[config.mk]
export PLATFORM = sky130hd
export DESIGN_NAME = rede_io_bridge
export DESIGN_NICKNAME = d
export VERILOG_FILES = /design/src/rtl/rede_io_pkg.sv /design/src/rtl/rede_fifo.sv /design/src/rtl/rede_io_bridge.sv
export SDC_FILE = /design/constraint.sdc
export NUM_CORES = 1
export LEC_CHECK = 0
export ABC_AREA = 1
export BUFFER_PORTS_ARGS = -buffer_cell sky130_fd_sc_hd__buf_2
export CAP_MARGIN = 20
export CORE_MARGIN = 2
export CORE_UTILIZATION = 35
export DETAILED_ROUTE_END_ITERATION = 6
export HOLD_SLACK_MARGIN = 0.02
export PLACE_DENSITY = 0.61
export RECOVER_POWER = 25
export SLEW_MARGIN = 20
export SYNTH_ARGS = -nofsm -noshare
export SYNTH_HDL_FRONTEND = slang
export SYNTH_SLANG_ARGS = --single-unit
[constraint.sdc]
create_clock -name clk -period 5.5 [get_ports clk]
set_input_delay 0.275 -clock clk [delete_from_list [all_inputs] [get_ports clk]]
set_output_delay 0.275 -clock clk [all_outputs]
set_load 0.01 [all_outputs]
[src/rtl/rede_io_pkg.sv]
// Shared definitions for the rede I/O bridge: index widths, strobe decoding
// helpers and the default output-FIFO entry layout.
package rede_io_pkg;

  localparam int unsigned RIO_NUIOIN = 4;
  localparam int unsigned RIO_NUIOOU = 4;
  localparam int unsigned RIO_DW_IN  = 19;
  localparam int unsigned RIO_DW_OUT = 28;
  localparam int unsigned RIO_FDEPTH = 8;

  // Port-index width; never below 1 so single-port builds still have a field.
  function automatic int unsigned idx_w(input int unsigned n);
    return (n <= 2) ? 1 : $clog2(n);
  endfunction

  function automatic logic onehot(input logic [31:0] v);
    return $countones(v) == 1;
  endfunction

  function automatic logic multihot(input logic [31:0] v);
    return $countones(v) > 1;
  endfunction

  typedef struct packed {
    logic [idx_w(RIO_NUIOOU)-1:0] port;
    logic [RIO_DW_OUT-1:0]        data;
  } rio_entry_t;

endpackage

[src/rtl/rede_fifo.sv]
// Synchronous FIFO; combinational read of the head entry, power-of-two depth.
module rede_fifo #(
  parameter  int unsigned WIDTH = 8,
  parameter  int unsigned DEPTH = 8,
  localparam int unsigned AW    = $clog2(DEPTH),
  localparam int unsigned CW    = AW + 1
) (
  input  logic             clk,
  input  logic             rst,
  input  logic             push,
  input  logic             pop,
  input  logic [WIDTH-1:0] din,
  output logic [WIDTH-1:0] dout,
  output logic             full,
  output logic             empty,
  output logic [CW-1:0]    count
);

  logic [WIDTH-1:0] r_mem [DEPTH];
  logic [AW-1:0]    r_wptr;
  logic [AW-1:0]    r_rptr;
  logic [CW-1:0]    r_count;
  logic             w_wr;
  logic             w_rd;

  assign full  = (r_count == CW'(DEPTH));
  assign empty = (r_count == '0);
  assign count = r_count;
  assign dout  = r_mem[r_rptr];

  // A push into a full FIFO is legal when the head leaves in the same cycle.
  assign w_wr = push & (~full | (pop & ~empty));
  assign w_rd = pop & ~empty;

  always_ff @(posedge clk or negedge rst) begin
    if (!rst) begin
      r_wptr  <= '0;
      r_rptr  <= '0;
      r_count <= '0;
    end else begin
      if (w_wr) r_wptr <= r_wptr + 1'b1;
      if (w_rd) r_rptr <= r_rptr + 1'b1;
      case ({w_wr, w_rd})
        2'b10:   r_count <= r_count + 1'b1;
        2'b01:   r_count <= r_count - 1'b1;
        default: r_count <= r_count;
      endcase
    end
  end

  always_ff @(posedge clk) begin
    if (w_wr) r_mem[r_wptr] <= din;
  end

endmodule

[src/rtl/rede_io_bridge.sv]
// Bridge between external sample streams and the float processor's I/O port
// strobes: per-port input holding registers and a port-tagged output FIFO.
module rede_io_bridge
  import rede_io_pkg::*;
#(
  parameter  int unsigned NUIOIN = RIO_NUIOIN,
  parameter  int unsigned NUIOOU = RIO_NUIOOU,
  parameter  int unsigned DW_IN  = RIO_DW_IN,
  parameter  int unsigned DW_OUT = RIO_DW_OUT,
  parameter  int unsigned FDEPTH = RIO_FDEPTH,
  localparam int unsigned PWI    = idx_w(NUIOIN),
  localparam int unsigned PWO    = idx_w(NUIOOU),
  localparam int unsigned CW     = $clog2(FDEPTH) + 1
) (
  input  logic                     clk,
  input  logic                     rst,
  input  logic [NUIOIN-1:0]        req_in,
  output logic signed [DW_IN-1:0]  io_in,
  input  logic [NUIOOU-1:0]        out_en,
  input  logic signed [DW_OUT-1:0] io_out,
  input  logic                     s_valid,
  output logic                     s_ready,
  input  logic [DW_IN-1:0]         s_data,
  input  logic [PWI-1:0]           s_port,
  output logic                     m_valid,
  input  logic                     m_ready,
  output logic signed [DW_OUT-1:0] m_data,
  output logic [PWO-1:0]           m_port,
  output logic [NUIOIN-1:0]        hold_vld,
  input  logic                     clr,
  output logic                     ovf,
  output logic                     unf,
  output logic                     err
);

  typedef struct packed {
    logic [PWO-1:0]    port;
    logic [DW_OUT-1:0] data;
  } entry_t;

  logic [DW_IN-1:0]  r_hold_data [NUIOIN];
  logic [NUIOIN-1:0] r_hold_vld;
  logic              r_ovf;
  logic              r_unf;
  logic              r_err;

  logic [NUIOIN-1:0] w_rd_sel;
  logic [NUIOIN-1:0] w_consume;
  logic [NUIOIN-1:0] w_load;
  logic              w_unf_set;
  logic              w_ovf_set;
  logic              w_err_set;
  logic              w_push_req;
  logic              w_push;
  logic              w_pop;
  logic              w_full;
  logic              w_empty;
  logic [CW-1:0]     w_count;
  logic [PWO-1:0]    w_wr_port;
  entry_t            w_din;
  entry_t            w_dout;

  // w_rd_sel[k] only when req_in is exactly bit k, so multi-hot reads select nothing.
  always_comb begin
    w_rd_sel = '0;
    io_in    = '0;
    for (int unsigned k = 0; k < NUIOIN; k++) begin
      w_rd_sel[k] = (req_in == (NUIOIN'(1) << k));
      if (w_rd_sel[k] && r_hold_vld[k]) io_in = r_hold_data[k];
    end
  end

  assign w_consume = w_rd_sel & r_hold_vld;
  assign w_unf_set = |(w_rd_sel & ~r_hold_vld);

  always_comb begin
    s_ready = 1'b0;
    w_load  = '0;
    if (32'(s_port) < NUIOIN) begin
      s_ready = ~r_hold_vld[s_port] | w_rd_sel[s_port];
      if (s_valid && s_ready) w_load[s_port] = 1'b1;
    end
  end

  always_comb begin
    w_wr_port = '0;
    for (int unsigned j = 0; j < NUIOOU; j++) begin
      if (out_en[j]) w_wr_port = PWO'(j);
    end
  end

  assign w_push_req = onehot(32'(out_en));
  assign w_err_set  = multihot(32'(req_in)) | multihot(32'(out_en));
  assign w_pop      = ~w_empty & m_ready;
  assign w_push     = w_push_req & (~w_full | w_pop);
  assign w_ovf_set  = w_push_req & (w_count == CW'(FDEPTH)) & ~w_pop;
  assign w_din      = '{port: w_wr_port, data: io_out};

  // A load on the same port as a consume wins, so the flag stays set.
  always_ff @(posedge clk or negedge rst) begin
    if (!rst) begin
      r_hold_vld <= '0;
      for (int unsigned k = 0; k < NUIOIN; k++) r_hold_data[k] <= '0;
    end else begin
      for (int unsigned k = 0; k < NUIOIN; k++) begin
        if (w_load[k]) begin
          r_hold_data[k] <= s_data;
          r_hold_vld[k]  <= 1'b1;
        end else if (w_consume[k]) begin
          r_hold_vld[k]  <= 1'b0;
        end
      end
    end
  end

  always_ff @(posedge clk or negedge rst) begin
    if (!rst) begin
      r_ovf <= 1'b0;
      r_unf <= 1'b0;
      r_err <= 1'b0;
    end else begin
      r_ovf <= w_ovf_set | (r_ovf & ~clr);
      r_unf <= w_unf_set | (r_unf & ~clr);
      r_err <= w_err_set | (r_err & ~clr);
    end
  end

  rede_fifo #(
    .WIDTH ($bits(entry_t)),
    .DEPTH (FDEPTH)
  ) u_fifo (
    .clk   (clk),
    .rst   (rst),
    .push  (w_push),
    .pop   (w_pop),
    .din   (w_din),
    .dout  (w_dout),
    .full  (w_full),
    .empty (w_empty),
    .count (w_count)
  );

  assign m_valid  = ~w_empty;
  assign m_data   = w_dout.data;
  assign m_port   = w_dout.port;
  assign hold_vld = r_hold_vld;
  assign ovf      = r_ovf;
  assign unf      = r_unf;
  assign err      = r_err;

endmodule

==> results.sh <==
export IMPL_status="finished clean"
export IMPL_rsz0062_at_grt="false"
export IMPL_antenna_found_initial=4
export IMPL_synth_top_cell_area_share=0.512
export IMPL_power_total_mw=8.33
export IMPL_io_pins=120
export IMPL_cp_max_fo=81
export IMPL_first_pass_iters=5
export IMPL_ys_seq_elements=333
export IMPL_p_int_mw=5.36
export IMPL_seq_area_um2=9540
export IMPL_crit_start="hold_vld[1]"
export IMPL_cts_setup_buffers=0
export IMPL_crit_slowest_cell="nand3_1"
export IMPL_synth_area_leader_cell="edfxtp_1"
export IMPL_synth_commonest_cells="nand2_1, edfxtp_1, nor2_1"
export IMPL_nFillCells=3784
export IMPL_drt_wl_total_um=35100
export IMPL_post_cts_resized=0
export IMPL_tns_ns=0
export IMPL_slowest_delay_ns=1.03
export IMPL_numCtsBuffers=37
export IMPL_dpl_hpwl_um=19500
export IMPL_maxCapViolations=0
export IMPL_path_clk_slew_ns=0.06
export IMPL_synth_edf_count=240
export IMPL_cp_common_cell="nand3_1"
export IMPL_fin_ws_ns=1.99
export IMPL_p_comb_frac=0.296
export IMPL_htree_levels=2
export IMPL_ys_seq_area_frac=0.677
export IMPL_fmax_mhz=285
export IMPL_multiInputGateArea_um2=4120
export IMPL_end_kind="flip-flop"
export IMPL_grt_max_degree=82
export IMPL_rows=73
export IMPL_final_util=0.416
export IMPL_grtUsageTotal=0.166
export IMPL_final_nets=1490
export IMPL_drv_slew=0
export IMPL_clock_latency_ns=0.54
export IMPL_setup_viol=0
export IMPL_syn_area_um2=14100
export IMPL_clockRootBuffer="clkbuf_16"
export IMPL_synth_async_sr_flop_share=0.279
export IMPL_critical_path_buf_inv_count=1
export IMPL_seqPwrFrac=0.414
export IMPL_place_gp_congestion=0.786
export IMPL_avgViaCountPerCell=5.11
export IMPL_die_area_um2=41900
export IMPL_post_drt_wl_per_cell_um=17.8
export IMPL_portBuffers=119
export IMPL_grt_overflow_total=0
export IMPL_vdd_drop_max_mv=0.265
export IMPL_r2r_start="hold_vld[1]"
export IMPL_crit_chain="inv_1 > nand3_1 > nand3_1 > nor2_1 > nand2_4 > nand3_1 > nand2_1 > nand2_1"
export IMPL_drc_errors=0
export IMPL_die_width_um=205
export IMPL_path_delay_family="simple AND/OR/NAND/NOR gates"
export IMPL_syn2layout_area_growth_pct=17.4
export IMPL_place_ws_ns=1.82
export IMPL_initial_utilization=0.354
export IMPL_tightest_slew_ns=1.13
export IMPL_post_synth_top_count_cell="nand2_1"
export IMPL_p_switching_mw=2.97
export IMPL_syn_num_nets=1386
export IMPL_fin_crit_sh=0.637
export IMPL_ctsLongestPathBuffers=3
export IMPL_hold_viol=0
export IMPL_path_class="flip-flop to flip-flop"
export IMPL_power_leakage_nw=6.46
export IMPL_ant_nets=0
export IMPL_first_global_vias=9768
export IMPL_avgSynthCellArea_um2=10.8
export IMPL_timing_slew_headroom=0.243
export IMPL_fp_dieH_um=205
export IMPL_fin_cells=1968
export IMPL_required_ns=5.91
export IMPL_yosysWarnings=0
export IMPL_start_kind="flip-flop"
export IMPL_grt_pass1_wl_um=54700
export IMPL_drtIter0Drc=856
export IMPL_hp_start="s_data[17]"
export IMPL_p_clk_frac=0.290
export IMPL_synth_ff_type="edfxtp_1"
export IMPL_final_layout_size_suffix_gt1_frac=0.128
export IMPL_syn_inst=1310
export IMPL_min_period_ns=3.51
export IMPL_vias=10100
export IMPL_place_inst=1878
export IMPL_tritoncts="done"
export IMPL_design_core_area_um2=39700
export IMPL_swShare=0.357
export IMPL_power_density_nw_per_um2=504
export IMPL_yosysUniqueCellTypes=28
export IMPL_fin_skew_ns=0.0213
export IMPL_cts_hold_buf=20
export IMPL_hold_path_class="input port to flip-flop"
export IMPL_cp_data_arrival_time_ns=3.91
export IMPL_clock_sinks=333
export IMPL_ys_top_cells_by_area="edfxtp_1, dfrtp_1, nand2_1"
-- registers in the layout, indices dropped and copies added, names as in the netlist --
name	count
unf	1
u_fifo.count	4
hold_vld	4
u_fifo.r_mem	240
u_fifo.r_rptr	3
r_hold_data	76
ovf	1
err	1
u_fifo.r_wptr	3
-- placed cells by master, fill, tap and decap left out, drive strengths merged --
master and count:
a21oi 31, a22oi 1, a31oi 30, buf 111
bufinv 2, clkbuf 68, clkinv 16, clkinvlp 2
dfrtp 93, diode 2, dlygate4sd3 20, edfxtp 240
fa 2, ha 12, inv 31, nand2 338
nand3 14, nand4 78, nor2 170, nor3 3
nor3b 1, o2111ai 21, o21ai 148, or2 2
xnor2 1, xor2 6
-- worst paths after layout --
path | endpoint | slack (ns) | cells after the start
worst max-delay path | r_hold_data[29] | 1.99 | 8
worst min-delay path | r_hold_data[74] | 0.04 | 3
worst max register to register | r_hold_data[29] | 1.99 | 8
worst min register to register | r_hold_data[65] | 0.47 | 2
max in group asynchronous | u_fifo.r_rptr[0] | 4.14 | 3
min in group asynchronous | r_hold_data[39] | 0.40 | 2
-- area by class of cell --
| class | instances | share of cell area |
|---|---|---|
| Antenna cell | 2 | 0.000303 |
| Clock buffer | 45 | 0.0609 |
| Clock inverter | 21 | 0.0110 |
| Inverter | 30 | 0.00688 |
| Multi-Input combinational cell | 858 | 0.249 |
| Sequential cell | 333 | 0.577 |
| Tap cell | 525 | 0.0397 |
| Timing Repair Buffer | 154 | 0.0553 |
-- power groups by stage --
stage / Sequential (mW) / Combinational (mW) / Clock [mW]
floorplan: 3.38 / 1.70 / 0
global placement: 3.48 / 2.44 / 0
detailed placement: 3.50 / 2.49 / 0
CTS: 3.45 / 2.51 / 2.47
global route: 3.50 / 2.81 / 2.58
finish: 3.45 / 2.47 / 2.41
-- worst register-to-register path: cells and delay by family (launching register included) --
kind                   cells  cell delay (ns)
buffers and inverters      1             0.61
flip-flops                 1             0.39
AND/OR/NAND/NOR            7             2.39
-- cells by family (layout without fill, tap and decap cells) --
family                     Yosys count  count (layout)  synth area share
DFF                                333             333             0.677
adders and majority gates           14              14            0.0135
xor gates and xnor gates             7               7           0.00435
other                                0               2                 0
AOI/OAI and AO/OA                  231             231            0.0905
and+or+nand+nor                    606             606             0.178
buffers and inverters              119             250            0.0366
-- per-layer routing --
metal	GRT usage	share of wire	wire length, um
met2	0.288	0.50	17500
met3	0.0369	0.065	2280
met5	0	0.0010	35
met4	0.0466	0.017	580
met1	0.209	0.42	14800
-- per-stage QoR --
step                      hold slack (ns)  area (um2)
final                              0.0442       16500
after global routing               0.0334       16500
after CTS                          0.0204       16500
after detailed placement            0.440       15100
after global placement              0.448       15100
after floorplan                   -0.0206       14100
No activity file was read; power rests on OpenSTA's default activity.
